### config.mk
export PLATFORM = sky130hd
export DESIGN_NAME = comp_mult_pipe_flat
export DESIGN_NICKNAME = d
export VERILOG_FILES = /design/src/rtl/comp_mult_if.sv /design/src/rtl/comp_mult_pipe.sv /design/src/flat_wrapper.sv
export SDC_FILE = /design/constraint.sdc
export NUM_CORES = 1
export LEC_CHECK = 0
export ABC_AREA = 1
export CAP_MARGIN = 20
export CORE_MARGIN = 2
export CORE_UTILIZATION = 51
export DETAILED_ROUTE_END_ITERATION = 16
export GPL_ROUTABILITY_DRIVEN = 0
export PLACE_DENSITY = 0.66
export REMOVE_ABC_BUFFERS = 1
export SETUP_SLACK_MARGIN = 0.2
export SYNTH_ARGS = -nofsm -noshare
export SYNTH_HDL_FRONTEND = slang
export SYNTH_SLANG_ARGS = --single-unit
export TNS_END_PERCENT = 20
### constraint.sdc
create_clock -name clk -period 12.2 [get_ports clk]
set_input_delay 1.22 -clock clk [delete_from_list [all_inputs] [get_ports clk]]
set_output_delay 1.22 -clock clk [all_outputs]
set_load 0.05 [all_outputs]
### src/rtl/comp_mult_if.sv
// -----------------------------------------------------------------------------
// comp_mult_if
// Valid/ready bundle for the pipelined complex multiplier.
//   op_val/op_rdy   : operand handshake
//   op_data         : {x1,y1,x2,y2}, DWIDTH bits each, two's complement
//   op_conj         : 1 = multiply by conj(x2+jy2)
//   op_tag          : user tag, returned unchanged on res_tag
//   res_val/res_rdy : result handshake
//   res_data        : {xr,yr}, each 2*DWIDTH+2 bits, sign extended
//   res_tag         : tag of the transaction on res_data
//   res_sat         : only with COMP_MULT_SAT_EN; xr or yr was clipped
// Modports: master = operand source / result sink, slave = multiplier.
// -----------------------------------------------------------------------------
interface comp_mult_if #(
    parameter int DWIDTH = 8,
    parameter int TWIDTH = 4
);
    logic                        op_val;
    logic                        op_rdy;
    logic [4*DWIDTH-1:0]         op_data;
    logic                        op_conj;
    logic [TWIDTH-1:0]           op_tag;
    logic                        res_val;
    logic                        res_rdy;
    logic [2*(2*DWIDTH+2)-1:0]   res_data;
    logic [TWIDTH-1:0]           res_tag;
`ifdef COMP_MULT_SAT_EN
    logic                        res_sat;

    modport master (
        output op_val, op_data, op_conj, op_tag, res_rdy,
        input  op_rdy, res_val, res_data, res_tag, res_sat
    );
    modport slave (
        input  op_val, op_data, op_conj, op_tag, res_rdy,
        output op_rdy, res_val, res_data, res_tag, res_sat
    );
`else
    modport master (
        output op_val, op_data, op_conj, op_tag, res_rdy,
        input  op_rdy, res_val, res_data, res_tag
    );
    modport slave (
        input  op_val, op_data, op_conj, op_tag, res_rdy,
        output op_rdy, res_val, res_data, res_tag
    );
`endif
endinterface

### src/rtl/comp_mult_pipe.sv
// -----------------------------------------------------------------------------
// comp_mult_pipe
// Fully pipelined signed complex multiplier (x1+jy1)*(x2+jy2), one result per
// cycle, latency 3 stages, optional conjugate of the second operand per
// transaction and a user tag carried alongside each result.
//   S1: operand / conj / tag registers
//   S2: four exact 2*DWIDTH-bit partial products
//   S3: add/sub (2*DWIDTH+1 bits, exact) -> output registers
// Ports:
//   clk     : rising-edge clock
//   rst_n   : synchronous reset, active low (wins over sw_rst)
//   sw_rst  : synchronous software clear, active high
//   bus     : comp_mult_if.slave (operand and result handshakes)
// Configuration macro COMP_MULT_SAT_EN: clip xr/yr to signed OWIDTH in S3 and
// drive bus.res_sat; otherwise results are exact and OWIDTH is only range
// checked.
// -----------------------------------------------------------------------------
module comp_mult_pipe #(
    parameter int DWIDTH = 8,
    parameter int TWIDTH = 4,
    parameter int OWIDTH = 16
) (
    input  logic        clk,
    input  logic        rst_n,
    input  logic        sw_rst,
    comp_mult_if.slave  bus
);
    localparam int PW = 2 * DWIDTH;   // exact product width
    localparam int RW = PW + 1;       // exact sum width

    if (OWIDTH < 2 || OWIDTH > RW) begin : g_owidth_check
        $error("comp_mult_pipe: OWIDTH out of range");
    end

    // Stage valids and handshake chain
    logic v1_reg, v2_reg, v3_reg;
    logic adv2, adv3, op_rdy_int;

    assign adv3       = ~v3_reg | bus.res_rdy;
    assign adv2       = ~v2_reg | adv3;
    assign op_rdy_int = ~v1_reg | adv2;

    // Operand unpack: index 0..3 = x1, y1, x2, y2
    logic signed [DWIDTH-1:0] op_comp [4];
    genvar gi;
    for (gi = 0; gi < 4; gi++) begin : g_unpack
        assign op_comp[gi] = bus.op_data[(3-gi)*DWIDTH +: DWIDTH];
    end

    // ---------------- S1 ----------------
    logic signed [DWIDTH-1:0] opnd_reg [4];
    logic                     conj1_reg;
    logic [TWIDTH-1:0]        tag1_reg;

    always_ff @(posedge clk) begin
        if (!rst_n || sw_rst) begin
            v1_reg    <= 1'b0;
            conj1_reg <= 1'b0;
            tag1_reg  <= '0;
            for (int i = 0; i < 4; i++) opnd_reg[i] <= '0;
        end else if (op_rdy_int) begin
            v1_reg <= bus.op_val;
            if (bus.op_val) begin
                conj1_reg <= bus.op_conj;
                tag1_reg  <= bus.op_tag;
                for (int i = 0; i < 4; i++) opnd_reg[i] <= op_comp[i];
            end
        end
    end

    // ---------------- S2 ----------------
    logic signed [PW-1:0] p_xx, p_yy, p_xy, p_yx;
    logic signed [PW-1:0] pxx_reg, pyy_reg, pxy_reg, pyx_reg;
    logic                 conj2_reg;
    logic [TWIDTH-1:0]    tag2_reg;

    // Operands widened first so the multiply is evaluated at full width.
    assign p_xx = PW'(opnd_reg[0]) * PW'(opnd_reg[2]);
    assign p_yy = PW'(opnd_reg[1]) * PW'(opnd_reg[3]);
    assign p_xy = PW'(opnd_reg[0]) * PW'(opnd_reg[3]);
    assign p_yx = PW'(opnd_reg[1]) * PW'(opnd_reg[2]);

    always_ff @(posedge clk) begin
        if (!rst_n || sw_rst) begin
            v2_reg    <= 1'b0;
            conj2_reg <= 1'b0;
            tag2_reg  <= '0;
            pxx_reg   <= '0;
            pyy_reg   <= '0;
            pxy_reg   <= '0;
            pyx_reg   <= '0;
        end else if (adv2) begin
            v2_reg <= v1_reg;
            if (v1_reg) begin
                conj2_reg <= conj1_reg;
                tag2_reg  <= tag1_reg;
                pxx_reg   <= p_xx;
                pyy_reg   <= p_yy;
                pxy_reg   <= p_xy;
                pyx_reg   <= p_yx;
            end
        end
    end

    // ---------------- S3 ----------------
    // sum_c[0] = real part, sum_c[1] = imaginary part
    logic signed [RW-1:0] sum_c [2];
    logic signed [RW-1:0] res_c [2];
    logic [1:0]           clip_c;

    always_comb begin
        sum_c[0] = '0;
        sum_c[1] = '0;
        if (conj2_reg) begin
            sum_c[0] = RW'(pxx_reg) + RW'(pyy_reg);
            sum_c[1] = RW'(pyx_reg) - RW'(pxy_reg);
        end else begin
            sum_c[0] = RW'(pxx_reg) - RW'(pyy_reg);
            sum_c[1] = RW'(pxy_reg) + RW'(pyx_reg);
        end
    end

`ifdef COMP_MULT_SAT_EN
    localparam logic signed [RW-1:0] SAT_MAX = {{(RW-OWIDTH+1){1'b0}}, {(OWIDTH-1){1'b1}}};
    localparam logic signed [RW-1:0] SAT_MIN = {{(RW-OWIDTH+1){1'b1}}, {(OWIDTH-1){1'b0}}};

    for (gi = 0; gi < 2; gi++) begin : g_sat
        assign clip_c[gi] = (sum_c[gi] > SAT_MAX) || (sum_c[gi] < SAT_MIN);
        assign res_c[gi]  = (sum_c[gi] > SAT_MAX) ? SAT_MAX :
                            (sum_c[gi] < SAT_MIN) ? SAT_MIN : sum_c[gi];
    end
`else
    for (gi = 0; gi < 2; gi++) begin : g_exact
        assign clip_c[gi] = 1'b0;
        assign res_c[gi]  = sum_c[gi];
    end
`endif

    logic signed [RW-1:0] xr_reg, yr_reg;
    logic [TWIDTH-1:0]    tag3_reg;
    logic                 sat3_reg;

    // Output holds while v3 & ~res_rdy because adv3 is low then.
    always_ff @(posedge clk) begin
        if (!rst_n || sw_rst) begin
            v3_reg   <= 1'b0;
            xr_reg   <= '0;
            yr_reg   <= '0;
            tag3_reg <= '0;
            sat3_reg <= 1'b0;
        end else if (adv3) begin
            v3_reg <= v2_reg;
            if (v2_reg) begin
                xr_reg   <= res_c[0];
                yr_reg   <= res_c[1];
                tag3_reg <= tag2_reg;
                sat3_reg <= |clip_c;
            end
        end
    end

    assign bus.op_rdy   = op_rdy_int;
    assign bus.res_val  = v3_reg;
    assign bus.res_data = {xr_reg[RW-1], xr_reg, yr_reg[RW-1], yr_reg};
    assign bus.res_tag  = tag3_reg;
`ifdef COMP_MULT_SAT_EN
    assign bus.res_sat  = sat3_reg;
`else
    logic unused_sat;
    assign unused_sat = sat3_reg;
`endif

endmodule

### src/flat_wrapper.sv
// flat-port wrapper written by rule: the top's interface ports become plain ports
module comp_mult_pipe_flat 
#(
    parameter int DWIDTH = 8,
    parameter int TWIDTH = 4,
    parameter int OWIDTH = 16
)
  (clk, rst_n, sw_rst, bus_op_val, bus_op_data, bus_op_conj, bus_op_tag, bus_res_rdy, bus_op_rdy, bus_res_val, bus_res_data, bus_res_tag);
  comp_mult_if #(.DWIDTH(DWIDTH), .TWIDTH(TWIDTH)) bus_i ();
  input  logic clk;
  input  logic rst_n;
  input  logic sw_rst;
  input wire logic [$bits(bus_i.op_val)-1:0] bus_op_val;
  input wire logic [$bits(bus_i.op_data)-1:0] bus_op_data;
  input wire logic [$bits(bus_i.op_conj)-1:0] bus_op_conj;
  input wire logic [$bits(bus_i.op_tag)-1:0] bus_op_tag;
  input wire logic [$bits(bus_i.res_rdy)-1:0] bus_res_rdy;
  output wire logic [$bits(bus_i.op_rdy)-1:0] bus_op_rdy;
  output wire logic [$bits(bus_i.res_val)-1:0] bus_res_val;
  output wire logic [$bits(bus_i.res_data)-1:0] bus_res_data;
  output wire logic [$bits(bus_i.res_tag)-1:0] bus_res_tag;
  assign bus_i.op_val = bus_op_val;
  assign bus_i.op_data = bus_op_data;
  assign bus_i.op_conj = bus_op_conj;
  assign bus_i.op_tag = bus_op_tag;
  assign bus_i.res_rdy = bus_res_rdy;
  assign bus_op_rdy = bus_i.op_rdy;
  assign bus_res_val = bus_i.res_val;
  assign bus_res_data = bus_i.res_data;
  assign bus_res_tag = bus_i.res_tag;
  comp_mult_pipe #(.DWIDTH(DWIDTH), .TWIDTH(TWIDTH), .OWIDTH(OWIDTH)) u_core (.clk(clk), .rst_n(rst_n), .sw_rst(sw_rst), .bus(bus_i));
endmodule
==> impl_metrics.toml, run 1 <==
[clock_tree]
cts.clk_slew.worst_paths_ns = 0.07
clock_insertion_delay_worst_skew_ns = 0.46
hold_buffers = 0
h-tree-depth = 4
cts_sinks = 147
tritoncts = "built"
ctsLongestPathBuffers = 2
cts_repair_resize_count = 0
cts-root-buf = "sky130_fd_sc_hd__clkbuf_16"
cts_made_buffers = 17
post_cts.repair.setup_buffers = 0

[layout]
n_antenna_cell = 0
num-nets-final = 3026
largest_register_ff_count = 32
fill_cells = 3469
multi_input_comb_area_sq_um = 12300
area_growth_syn_to_layout_pct = 8.66
regArea_sq_um = 3260
drive_gt1_share_pct = 3.12

[job]
drv.max_cap_violation_count = 0

[sta]
min_period_over_period_pct = 39.5
fin_setup_tns_ns = 0
fmax_mhz = 208
timing_max_transition_violations_final = 0
grt_setup_unrepaired = "no"
fin_skew_ns = 0.0126
worst-slew-pin-transition_ns = 0.953
timing_hold_violations_final = 0
maxSlewHeadroom_pct = 36.4
fin_crit_ns = 4.82
setup-violations-final = 0

[power_and_ir_drop]
power_leakage_nw = 11.7
ir_drop_v = 0.000106
power.density_cell_area_nw_per_um2 = 81.2
total_power_mw = 1.65

[setup_path]
criticalPathCategory = "reg -> reg"
data_arrival_critical_path_ns = 5.18
r2r_start = "u_core.opnd_reg[1][7]"
worst-endpoint-required_ns = 12.57
startpoint_type = "flip-flop"
cp-end-kind = "flip-flop"
crit_path_start = "u_core.opnd_reg[1][7]"
top_fanout_value_on_the_critical_path = 16

[logic_synthesis]
average_cell_area_after_synthesis_sq_um = 7.19
syn_area_sq_um = 18700
yosysWarnings = 0
synthDominantAreaCellType = "sky130_fd_sc_hd__fa_1"
yosys_cell_types = 50
yosysSeqAreaShare_pct = 17.4
yosysMostFrequentCell = "sky130_fd_sc_hd__inv_1"
top_cell_type_s_share_of_synthesized_area_pct = 23.7
synth_enable_flop_cells = 32
synth.area.top_cells = "sky130_fd_sc_hd__fa_1 (24%), sky130_fd_sc_hd__inv_1 (14%), sky130_fd_sc_hd__dfxtp_1 (12%)"
syn_inst_count = 2604
postSynth.asyncResetShare_pct = 0
synth_seq_cells = 147
synth.cells.most_frequent = "sky130_fd_sc_hd__inv_1 (705), sky130_fd_sc_hd__nand2_1 (486), sky130_fd_sc_hd__nor2_1 (262)"
synth_ff_type = "sky130_fd_sc_hd__dfxtp_1"

[global_route]
gr-usage-all-layers_pct = 24.1
first_global_vias = 15200
grt_first_pass_wirelength_mm = 74.2
overflow = 0
grt_antenna_before_repair = 0
grt_start_max_net_pins = 66

[floorplanning]
initial_core_util_pct = 51.5
core_area_sq_um = 36300
pin_count = 84
core.rowCount = 70
die_ar_sq_um = 38300
die-height_um = 196
floorplan.die.width_um = 196

[hold_path]
min-delay-start = "u_core.tag1_reg[3]"
hold_wc_path_type = "reg -> reg"

[routing]
dr.first_iter.drc_count = 1216
num_vias = 15500
detail_route.vias_per_cell = 5.00
drt_pre_antenna_iters = 6
drt_wl_total_mm = 43.5
antenna_left = 0
route.detailed.wl_per_inst_um = 14.1
drc = 0

[placement]
dpl.hpwl_mm = 33.7
placement.io_buffers = 83

[status]
run_status = "finished, final reports clean"
-- critical path, stage by stage (launching register included) --
cell                       delay (ns)
sky130_fd_sc_hd__edfxtp_1        0.75
sky130_fd_sc_hd__nand2_1         0.25
sky130_fd_sc_hd__fa_1            0.76
sky130_fd_sc_hd__inv_1           0.11
sky130_fd_sc_hd__fa_1            0.52
sky130_fd_sc_hd__inv_1           0.06
sky130_fd_sc_hd__fa_1            0.50
sky130_fd_sc_hd__inv_1           0.05
sky130_fd_sc_hd__fa_1            0.45
sky130_fd_sc_hd__ha_1            0.30
sky130_fd_sc_hd__inv_1           0.12
sky130_fd_sc_hd__o21bai_1        0.08
sky130_fd_sc_hd__a21oi_1         0.11
sky130_fd_sc_hd__nand2_1         0.07
sky130_fd_sc_hd__nor2_1          0.17
sky130_fd_sc_hd__inv_1           0.06
sky130_fd_sc_hd__nand2_1         0.07
sky130_fd_sc_hd__nand3_1         0.15
sky130_fd_sc_hd__nand2_1         0.11
sky130_fd_sc_hd__inv_1           0.04
-- cell families after synthesis --
| logic type | count (synthesis) | share of synthesized area (%) |
|---|---|---|
| simple gates | 929 | 20.5 |
| buf+inv | 812 | 16.8 |
| fa+ha+maj | 372 | 33.8 |
| compound gates | 275 | 8.27 |
| flops | 147 | 17.4 |
| xor+xnor | 69 | 3.23 |
-- routing by layer --
layer | share of wire [%] | vias up | global-route usage (%)
met5 | 0 | - | 0
li1 | - | 7725 | -
met1 | 47 | 7226 | 34.2
met3 | 6.4 | 52 | 3.40
met4 | 2.3 | 0 | 7.38
met2 | 44 | 476 | 38.3
-- cells in the final DEF, fill, tap and decap left out, types with 8 or more instances in the layout --
cell	count
sky130_fd_sc_hd__xnor2_1	20
sky130_fd_sc_hd__o21ai_1	8
sky130_fd_sc_hd__nor2_1	261
sky130_fd_sc_hd__nand4_1	13
sky130_fd_sc_hd__clkbuf_16	18
sky130_fd_sc_hd__o21bai_1	10
sky130_fd_sc_hd__o211ai_1	16
sky130_fd_sc_hd__a21oi_1	102
sky130_fd_sc_hd__edfxtp_1	32
sky130_fd_sc_hd__xor2_1	49
sky130_fd_sc_hd__nand2_1	486
sky130_fd_sc_hd__clkdlybuf4s50_1	83
sky130_fd_sc_hd__dfxtp_1	115
sky130_fd_sc_hd__o21ai_0	112
sky130_fd_sc_hd__inv_1	705
sky130_fd_sc_hd__nand3b_1	8
sky130_fd_sc_hd__fa_1	222
sky130_fd_sc_hd__nand3_1	111
sky130_fd_sc_hd__ha_1	150
sky130_fd_sc_hd__nand2_2	8
sky130_fd_sc_hd__nor2_2	8
-- cell type report --
| class | instances | area share (%) |
|---|---|---|
| clock inverters | 14 | 0.806 |
| well taps | 468 | 2.88 |
| repair buffers | 89 | 4.31 |
| inverters | 712 | 13.1 |
| clock buffers | 18 | 2.21 |
| flip-flops and latches | 147 | 16.0 |
| multi-input cells | 1645 | 60.6 |
-- final timing paths --
path                        endpoint  slack [ns]  cells after the start
setup / recovery  u_core.pyy_reg[15]        7.38                     19
hold reg to reg   u_core.tag2_reg[3]        0.46                      2
hold / removal    u_core.tag2_reg[3]        0.46                      2
setup reg to reg  u_core.pyy_reg[15]        7.38                     19
-- where the power goes --
| group | leakage (nW) | switching, mW | internal (mW) | total [mW] |
|---|---|---|---|---|
| clock network | 0.297 | 0.252 | 0.319 | 0.571 |
| registers | 1.30 | 0.0453 | 0.511 | 0.556 |
| logic | 10.1 | 0.331 | 0.194 | 0.525 |
| total | 11.7 | 0.628 | 1.02 | 1.65 |
-- metrics by stage --
step	setup slack (ns)	hold WS, ns	area (sq um)	utilization [%]	cells
3_5_place_dp	7.42	0.458	19700	54.3	3061
6_report	7.38	0.464	20300	56.0	3093
3_3_place_gp	7.46	0.441	19700	54.3	3061
4_1_cts	7.41	0.468	20300	56.0	3093
5_1_grt	7.10	0.492	20300	56.0	3093
2_1_floorplan	7.13	0.432	18300	-	2504
Power figures use the tool's default switching activity.
==> run 2: changes to the inputs <==
==> constraint.sdc (replaced) <==
create_clock -name clk -period 4.6 [get_ports clk]
set_input_delay 0.46 -clock clk [delete_from_list [all_inputs] [get_ports clk]]
set_output_delay 0.46 -clock clk [all_outputs]
set_load 0.05 [all_outputs]
==> run 2 against run 1 <==
Effect of this change:
- hold slack got worse by 0.0047 ns
- routed wire length up 0.74%
- core utilization increased by 2.8 points
- combinational power grew to 3.1 times the previous value
- critical endpoint is now u_core.pxx_reg[15]
- design area up 5.1%
==> impl_metrics.toml, run 2 (synthesis gave the netlist of run 1 again) <==
[floorplanning]
die_ar_sq_um = 38300
core_area_sq_um = 36300
initial_core_util_pct = 51.5
die-height_um = 196
floorplan.die.width_um = 196
pin_count = 84
core.rowCount = 70

[sta]
fin_crit_ns = 4.33
fmax_mhz = 231
min_period_over_period_pct = 94.2
timing_hold_violations_final = 0
finalHoldWorstSlack_ns = 0.460
setup-violations-final = 0
fin_setup_tns_ns = 0
grt_setup_unrepaired = "yes"
worst-slew-pin-transition_ns = 0.900
fin_skew_ns = 0.0132
timing_max_transition_violations_final = 0
maxSlewHeadroom_pct = 39.9

[clock_tree]
cts_made_buffers = 17
h-tree-depth = 4
ctsLongestPathBuffers = 2
tritoncts = "built"
hold_buffers = 0
cts-root-buf = "sky130_fd_sc_hd__clkbuf_16"
cts.clk_slew.worst_paths_ns = 0.08
clock_insertion_delay_worst_skew_ns = 0.46
cts_sinks = 147

[placement]
placement.io_buffers = 83
dpl.hpwl_mm = 34.5

[setup_path]
top_fanout_value_on_the_critical_path = 11
data_arrival_critical_path_ns = 4.72
cp-end-kind = "flip-flop"
startpoint_type = "flip-flop"
worst-endpoint-required_ns = 4.98
criticalPathCategory = "reg -> reg"

[power_and_ir_drop]
power.density_cell_area_nw_per_um2 = 209
total_power_mw = 4.46
ir_drop_v = 0.000275
power_leakage_nw = 12.1

[global_route]
grt_first_pass_wirelength_mm = 74.0
grt_antenna_before_repair = 0
grt_start_max_net_pins = 57
first_global_vias = 15500
overflow = 0
gr-usage-all-layers_pct = 23.8

[status]
run_status = "finished, final reports clean"

[job]
drv.max_cap_violation_count = 0

[routing]
dr.first_iter.drc_count = 993
route.detailed.wl_per_inst_um = 13.8
drc = 0
drt_pre_antenna_iters = 5
antenna_left = 0
num_vias = 15800
detail_route.vias_per_cell = 4.99
drt_wl_total_mm = 43.8

[layout]
n_antenna_cell = 0
num-nets-final = 3108
drive_gt1_share_pct = 9.05
area_growth_syn_to_layout_pct = 14.2
layout.core_utilization_pct = 58.8
largest_register_ff_count = 32
mostFrequentLayoutCell = "sky130_fd_sc_hd__inv_1"
mostFrequentLayoutCells = "sky130_fd_sc_hd__inv_1 (684), sky130_fd_sc_hd__nand2_1 (475), sky130_fd_sc_hd__nor2_1 (257), sky130_fd_sc_hd__fa_1 (216), sky130_fd_sc_hd__ha_1 (133)"

[hold_path]
hold_wc_path_type = "reg -> reg"
==> run 2: final cells by class <==
type                       instances  area (sq um)
clock buffer                      17           425
clock inverter                    15           161
fill                            3339         15000
inverter                         712          2680
multi-input combinational       1645         12700
sequential                       147          3260
tap                              468           586
timing repair buffer             171          1590
==> run 2: timing repair <==
item,CTS,global route
buffers inserted,11,21
pin swaps,0,46
resized for setup,2,119
setup endpoints to repair,8,32
==> run 2: stage by stage <==
stage / area (sq um) / instances / setup WS (ns)
final: 21400 / 3175 / 0.267
after global routing: 21400 / 3175 / 0.0800
after CTS: 20800 / 3154 / 0.150
after detailed placement: 20100 / 3111 / 0.0659
after global placement: 20100 / 3111 / 0.131
after floorplan: 18300 / 2504 / 0.287
==> run 2: worst max-delay path, stage by stage, from the launching register on <==
cell,delay [ns]
sky130_fd_sc_hd__edfxtp_1,0.53
sky130_fd_sc_hd__buf_6,0.21
sky130_fd_sc_hd__or2_2,0.30
sky130_fd_sc_hd__fa_1,0.40
sky130_fd_sc_hd__fa_1,0.53
sky130_fd_sc_hd__fa_1,0.55
sky130_fd_sc_hd__inv_1,0.05
sky130_fd_sc_hd__fa_1,0.50
sky130_fd_sc_hd__ha_4,0.33
sky130_fd_sc_hd__nand2_4,0.07
sky130_fd_sc_hd__nor3_4,0.19
sky130_fd_sc_hd__nand3_1,0.12
sky130_fd_sc_hd__nand4_1,0.14
sky130_fd_sc_hd__nand3_1,0.09
sky130_fd_sc_hd__nand2_1,0.08
sky130_fd_sc_hd__nor2_2,0.05
sky130_fd_sc_hd__nor2_1,0.12
==> run 2: worst paths after layout <==
kind / startpoint / end / slack, ns / cells past startpoint
max reg2reg: u_core.opnd_reg[0][4] / u_core.pxx_reg[15] / 0.27 / 16
min: u_core.tag1_reg[3] / u_core.tag2_reg[3] / 0.46 / 2
max: u_core.opnd_reg[0][4] / u_core.pxx_reg[15] / 0.27 / 16
min reg2reg: u_core.tag1_reg[3] / u_core.tag2_reg[3] / 0.46 / 2
==> run 2: power by group <==
part | leakage (nW) | internal [mW] | total, mW | switching (mW)
sequential | 1.30 | 1.35 | 1.39 | 0.0413
clock | 0.283 | 0.729 | 1.44 | 0.707
combinational | 10.6 | 0.622 | 1.63 | 1.01
==> run 2: layer usage <==
layer	GRT usage, %	part of all wire [%]
met5	0	0
met4	5.51	1.6
met3	3.70	6.6
met2	37.7	45
met1	34.5	47
